==> config.mk <==
export PLATFORM = sky130hd
export DESIGN_NAME = serial_addsub
export DESIGN_NICKNAME = d
export VERILOG_FILES = /design/src/rtl/serial_addsub.sv
export SDC_FILE = /design/constraint.sdc
export NUM_CORES = 1
export LEC_CHECK = 0
export BUFFER_PORTS_ARGS = -buffer_cell sky130_fd_sc_hd__buf_4
export CORE_MARGIN = 2
export CORE_UTILIZATION = 41
export CTS_CLUSTER_DIAMETER = 200
export DETAILED_ROUTE_END_ITERATION = 10
export GPL_ROUTABILITY_DRIVEN = 0
export PLACE_DENSITY = 0.62
export SYNTH_ARGS = -nofsm -noshare
export SYNTH_HDL_FRONTEND = slang
export SYNTH_SLANG_ARGS = --single-unit
==> constraint.sdc <==
create_clock -name clk -period 1.7 [get_ports clk]
set_input_delay 0.085 -clock clk [delete_from_list [all_inputs] [get_ports clk]]
set_output_delay 0.085 -clock clk [all_outputs]
set_load 0.01 [all_outputs]
==> src/rtl/serial_addsub.sv <==
// serial_addsub: bit-serial adder/subtractor, one full-adder slice, LSB first, start/done handshake.
module serial_addsub #(
  parameter int WIDTH = 8
) (
  input  logic             clk,
  input  logic             rst_n,
  input  logic             start,
  input  logic             sub,
  input  logic [WIDTH-1:0] a,
  input  logic [WIDTH-1:0] b,
  input  logic             cin,
  output logic             busy,
  output logic             done,
  output logic [WIDTH-1:0] s,
  output logic             cout,
  output logic             ovf
);
  localparam int CW = (WIDTH > 2) ? $clog2(WIDTH) : 1;
  localparam logic [1:0] IDLE = 2'd0;
  localparam logic [1:0] RUN  = 2'd1;
  localparam logic [1:0] DONE = 2'd2;
  logic [1:0]       state;
  logic [WIDTH-1:0] ra;
  logic [WIDTH-1:0] rb;
  logic [CW-1:0]    cnt;
  logic             c;
  logic             sub_r;
  logic             sum_bit;
  logic             c_next;
  logic             last;
  logic             load;
  always_comb begin
    sum_bit = ra[0] ^ rb[0] ^ c;
    c_next  = (ra[0] & rb[0]) | (ra[0] & c) | (rb[0] & c);
    last    = cnt == CW'(WIDTH - 1);
    load    = start && (state == IDLE || state == DONE);
  end
  assign busy = state == RUN;
  assign done = state == DONE;
  // ra doubles as the result shadow: operand bits leave at the LSB while sum bits enter at the MSB
  always_ff @(posedge clk) begin
    if (!rst_n) begin
      state <= IDLE;
      ra    <= '0;
      rb    <= '0;
      cnt   <= '0;
      c     <= 1'b0;
      sub_r <= 1'b0;
      s     <= '0;
      cout  <= 1'b0;
      ovf   <= 1'b0;
    end else if (load) begin
      state <= RUN;
      ra    <= a;
      rb    <= b ^ {WIDTH{sub}};
      sub_r <= sub;
      c     <= cin ^ sub;
      cnt   <= '0;
    end else if (state == RUN) begin
      ra  <= {sum_bit, ra[WIDTH-1:1]};
      rb  <= rb >> 1;
      c   <= c_next;
      cnt <= last ? '0 : cnt + 1'b1;
      if (last) begin
        state <= DONE;
        s     <= {sum_bit, ra[WIDTH-1:1]};
        cout  <= c_next ^ sub_r;
        ovf   <= c ^ c_next;
      end
    end else begin
      state <= IDLE;
    end
  end
endmodule

After elaboration in Yosys (flattened, before gate mapping)
Index checks and enable logic that the tools add are counted.
{"block": "classes", "addsub": 1, "eq_ne": 4, "mux": 10, "bitwise": 14, "n_reduce_logical": 7}
{"op": "$mux 8", "n": 4}
{"op": "$xor 8x8->8", "n": 1}
{"op": "$mux 1", "n": 5}
{"op": "$xor 1x1->1", "n": 5}
{"op": "$add 3x1->3 const B", "n": 1}
{"op": "$and 1x1->1", "n": 3}
{"op": "$eq 3x3->1 const B", "n": 1}
{"op": "$mux 3", "n": 1}
{"op": "$ne 3x1->1 const B", "n": 1}
{"op": "$not 1->1", "n": 3}
{"op": "$reduce_and 3->1", "n": 1}
{"op": "$reduce_or 3->1", "n": 1}
{"op": "$eq 2x1->1 const B", "n": 1}
{"op": "$eq 2x2->1 const B", "n": 1}
{"op": "$logic_not 2->1", "n": 1}
{"op": "$or 1x1->1", "n": 2}
{"op": "$reduce_bool 2->1", "n": 1}
{"op": "$reduce_or 2->1", "n": 1}
{"op": "$logic_and 1x1->1", "n": 1}
{"op": "$logic_or 1x1->1", "n": 1}
{"block": "totals", "regBits": 33, "input_bits": 21, "out_inout_bits": 12, "elab_cells": 46}

Longest topological paths before layout
{"block": "depth", "word_depth": 5, "ltp_mapped": 6, "ltp_nobuf": 5}

Worst setup path after synthesis
Ideal clock, no wire load.
{"block": "synth_path", "kind": "reg-to-reg", "startpoint": "register cnt[0]", "endpoint": "register cout", "setup_time_ns": 0.116, "arrival_ns": 1.224, "required_time_ns": 1.584, "path_slack_ns": 0.360, "path_stages_with_launch": 6, "path_cell_list": "dfxtp_1 > ha_1 > ha_1 > and3b_1 > buf_4 > o211a_1"}
{"block": "synth_via", "elab_chain_len": 2}
{"item": "from (decl)", "line": "25", "text": "logic [CW-1:0] cnt;"}
{"item": "from (signal assigned)", "line": "63", "text": "cnt <= last ? '0 : cnt + 1'b1;"}
{"item": "$eq 3x3->1", "line": "35", "text": "last = cnt == CW'(WIDTH - 1);"}
{"item": "$reduce_and 3->1 (no line)"}
{"item": "to (signal assigned)", "line": "67", "text": "cout <= c_next ^ sub_r;"}
{"item": "to (decl)", "line": "15", "text": "output logic cout,"}
Every way passes these cells.
A chain may end at the register's enable or synchronous reset.

Final worst setup path
{"block": "layout_path", "startpoint": "register state[0]", "endpoint": "output busy"}
{"block": "layout_via", "elab_chain_len": 1}
{"item": "from (decl)", "line": "22", "text": "logic [1:0] state;"}
{"item": "from (signal assigned)", "line": "43", "text": "state <= IDLE;"}
{"item": "from (signal assigned)", "line": "53", "text": "state <= RUN;"}
{"item": "from (signal assigned)", "line": "65", "text": "state <= DONE;"}
{"item": "$eq 2x1->1", "line": "38", "text": "assign busy = state == RUN;"}
{"item": "to (decl)", "line": "12", "text": "output logic busy,"}
Every way passes these cells.

==> impl_results.md <==
* Die area at between 4000 and 5000 um^2
* Worst r2r src: cnt[0]
* Number of port buffers at 32
* Post-layout min period at 1470 ps
* Routed Antenna Nets at 0
* Num rows at 21
* Skew-Pair Late Insertion Delay at approximately 340 ps
* Post-synth EDFFs at 0
* Top cells by area, synth: dfxtp_1 (45%), nand2_1 (9.4%), a21boi_0 (5.6%), xor2_1 (5.3%), o221ai_1 (3.5%)
* First-pass GRT wire length at approximately 5700 um
* Total Power at about 0.0016 W
* Boundary Pins at 33
* Setup tns final at 0 ps
* Largest stage delay, worst path at 430 ps
* Clock skew at approximately 8.3 ps
* CP Cell Sequence: nand2b_1, inv_2, buf_4
* Die H at roughly 64 um
* Critical Path Source Type: register
* DR pass1 iterations at 4
* Syn Area/Cell at 8.77 um^2
* CP max-delay cell: dfxtp_1
* Clock slew at reported path FFs at approximately 100 ps
* Hold Startpoint: a[0]
* Sequential share of the synthesized area at 0.446
* Max Fclk at 679 MHz
* Power Density at roughly 900 nW/um^2
* Fraction of layout cells with a size suffix above 1 at 0.226
* Critical path endpoint category: primary output
* CTS tree: built
* CP Max Fanout at 21
* WS Path Type: reg2out
* Cell count after synthesis at 169
* Fillers at ~360
* Largest net degree at the start of global routing at 32
* DR vias at 1255
* Root buf cell: clkbuf_4
* Max rail drop VDD at about 0.45 mV
* Req. time, crit path at between 1500 and 2000 ps
* RSZ-0062 raised after global routing: no
* Max clock buf depth at 2
* Ys async rst share at 0
* Ys Warns at 0
* Initial drt markers at 50
* Distinct cell type count after synthesis at 30
* Total track usage at 0.178
* Die width at 64.1 um
* Worst EP arrival at 1390 ps
* Fin nets at roughly 220
* Most common cell after layout, fill and taps aside: nand2_1
* TritonCTS Buffers at 5
* Placed cell count at 237
* Detailed placement HPWL at 2130 um
* Status: finished clean
* Core Footprint at around 3400 um^2
* Length in cells of the worst reg-to-reg path at 5
* Area Overhead vs Synth at 21.2%
* CTS H-tree depth at 2
* Post-Layout Cell Count at about 250
* Starting Density at 0.434
* Number of setup violations in the final report at 0
* Post-synth top flop: dfxtp_1
* Leak at ~0.75 nW
* Post-Synthesis Cell Area at 1480 um^2
* DR DRC count at 0
* Hold Vio Cnt, Final at 0
* Hold crit path type: in2reg
* Area share of the largest cell type after synthesis at 0.446
* MaxCap Viol Count at 0
* Avg WL per Cell at about 13 um
* Most frequent cells in the layout: nand2_1 (37), buf_4 (35), dfxtp_1 (33), a21boi_0 (11), xor2_1 (9)
* GRT overflow at 0
* DP Area at ~1700 um^2
* Syn Nets at about 190
* Fin area at ~1800 um^2
* Vias in the first global route at 1238
* Dominant cell type by area after synthesis: dfxtp_1
* # diodes at 0
* Setup crit start: state[0]
* Vias per inst at a little over 5
* Post-Route WL at between 3000 and 4000 um
* Max-slew headroom at 0.744
* WHS at slightly below 20 ps
* Initial antenna violation count at 0
* Hold path cells at 3
* Worst slew pin tran at approximately 380 ps
* Clk sinks at 33
* FF+latch count, synth at 33
* Crit share post-route at 0.867
* Pins over their slew limit at 0
-- critical path, delay by kind of cell, from the launching register on --
| kind | cells | cell delay (ps) |
|---|---|---|
| buffers and inverters | 2 | 510 |
| DFF | 1 | 430 |
| and+or+nand+nor | 1 | 110 |
-- per-stage QoR --
stage / utilization / setup slack [ps]
2_1_floorplan: - / 360
3_3_place_gp: 0.505 / 267
3_5_place_dp: 0.505 / 189
4_1_cts: 0.525 / 166
5_1_grt: 0.526 / 118
6_report: 0.526 / 227
-- logic make-up (layout without fill, tap and decap cells) --
group           Yosys count  count (layout)  share of synthesized area
mux                       1               1                    0.00676
xor+xnor                 11              11                     0.0650
compound gates           41              41                      0.196
fa+ha+maj                 4               4                     0.0389
flops                    33              33                      0.446
buf+inv                  14              44                     0.0549
simple gates             65              65                      0.193
-- routing by layer --
layer	track usage	vias up	share of wire
li1	-	639	-
met1	0.216	576	0.44
met2	0.294	35	0.48
met3	0.0563	5	0.061
met4	0.0638	0	0.018
met5	0	-	0
-- Yosys cell counts (all sizes together), types with 2 or more instances --
master,n
nor2b,2
nand2,37
o21ai,7
o211a,2
a21boi,14
clkbuf,3
dfxtp,33
xnor2,2
xor2,9
a21oi,2
a31oi,6
nand3,5
nand2b,2
nor3,6
nand3b,2
a22oi,4
ha,3
o221ai,6
buf,10
nor2,8
-- worst paths after layout --
kind                            endpoint  slack, ps
worst max-delay path                busy        230
worst min-delay path               ra[0]         20
worst min register to register      s[3]        460
worst max register to register      s[2]        310
-- cell type report --
type | count | area [um^2] | share of cell area
inverter | 1 | 3.75 | 0.00209
tap | 46 | 57.6 | 0.0321
clock buffer | 7 | 65.1 | 0.0362
multi-input combinational | 122 | 741 | 0.413
sequential | 33 | 661 | 0.368
clock inverter | 1 | 5.00 | 0.00279
timing repair buffer | 35 | 263 | 0.146
-- flip-flops by register name, summed over array words and instances (netlist names) --
| signal | count |
|---|---|
| s | 8 |
| state | 2 |
| ra | 8 |
| sub_r | 1 |
| rb | 8 |
| c | 1 |
| cout | 1 |
| cnt | 3 |
| ovf | 1 |
-- power breakdown --
| group | switching [W] | internal (W) |
|---|---|---|
| logic | 0.000117 | 0.000105 |
| clock network | 0.000264 | 0.000239 |
| registers | 0.0000321 | 0.000817 |
| total | 0.000412 | 0.00116 |
-- timing repair --
action                                  CTS  global route
setup buffers                             0             0
hold buffers                              0             0
endpoints found under the setup margin    0             1
resized for setup                         0             1
No activity file was read; power rests on OpenSTA's default activity.
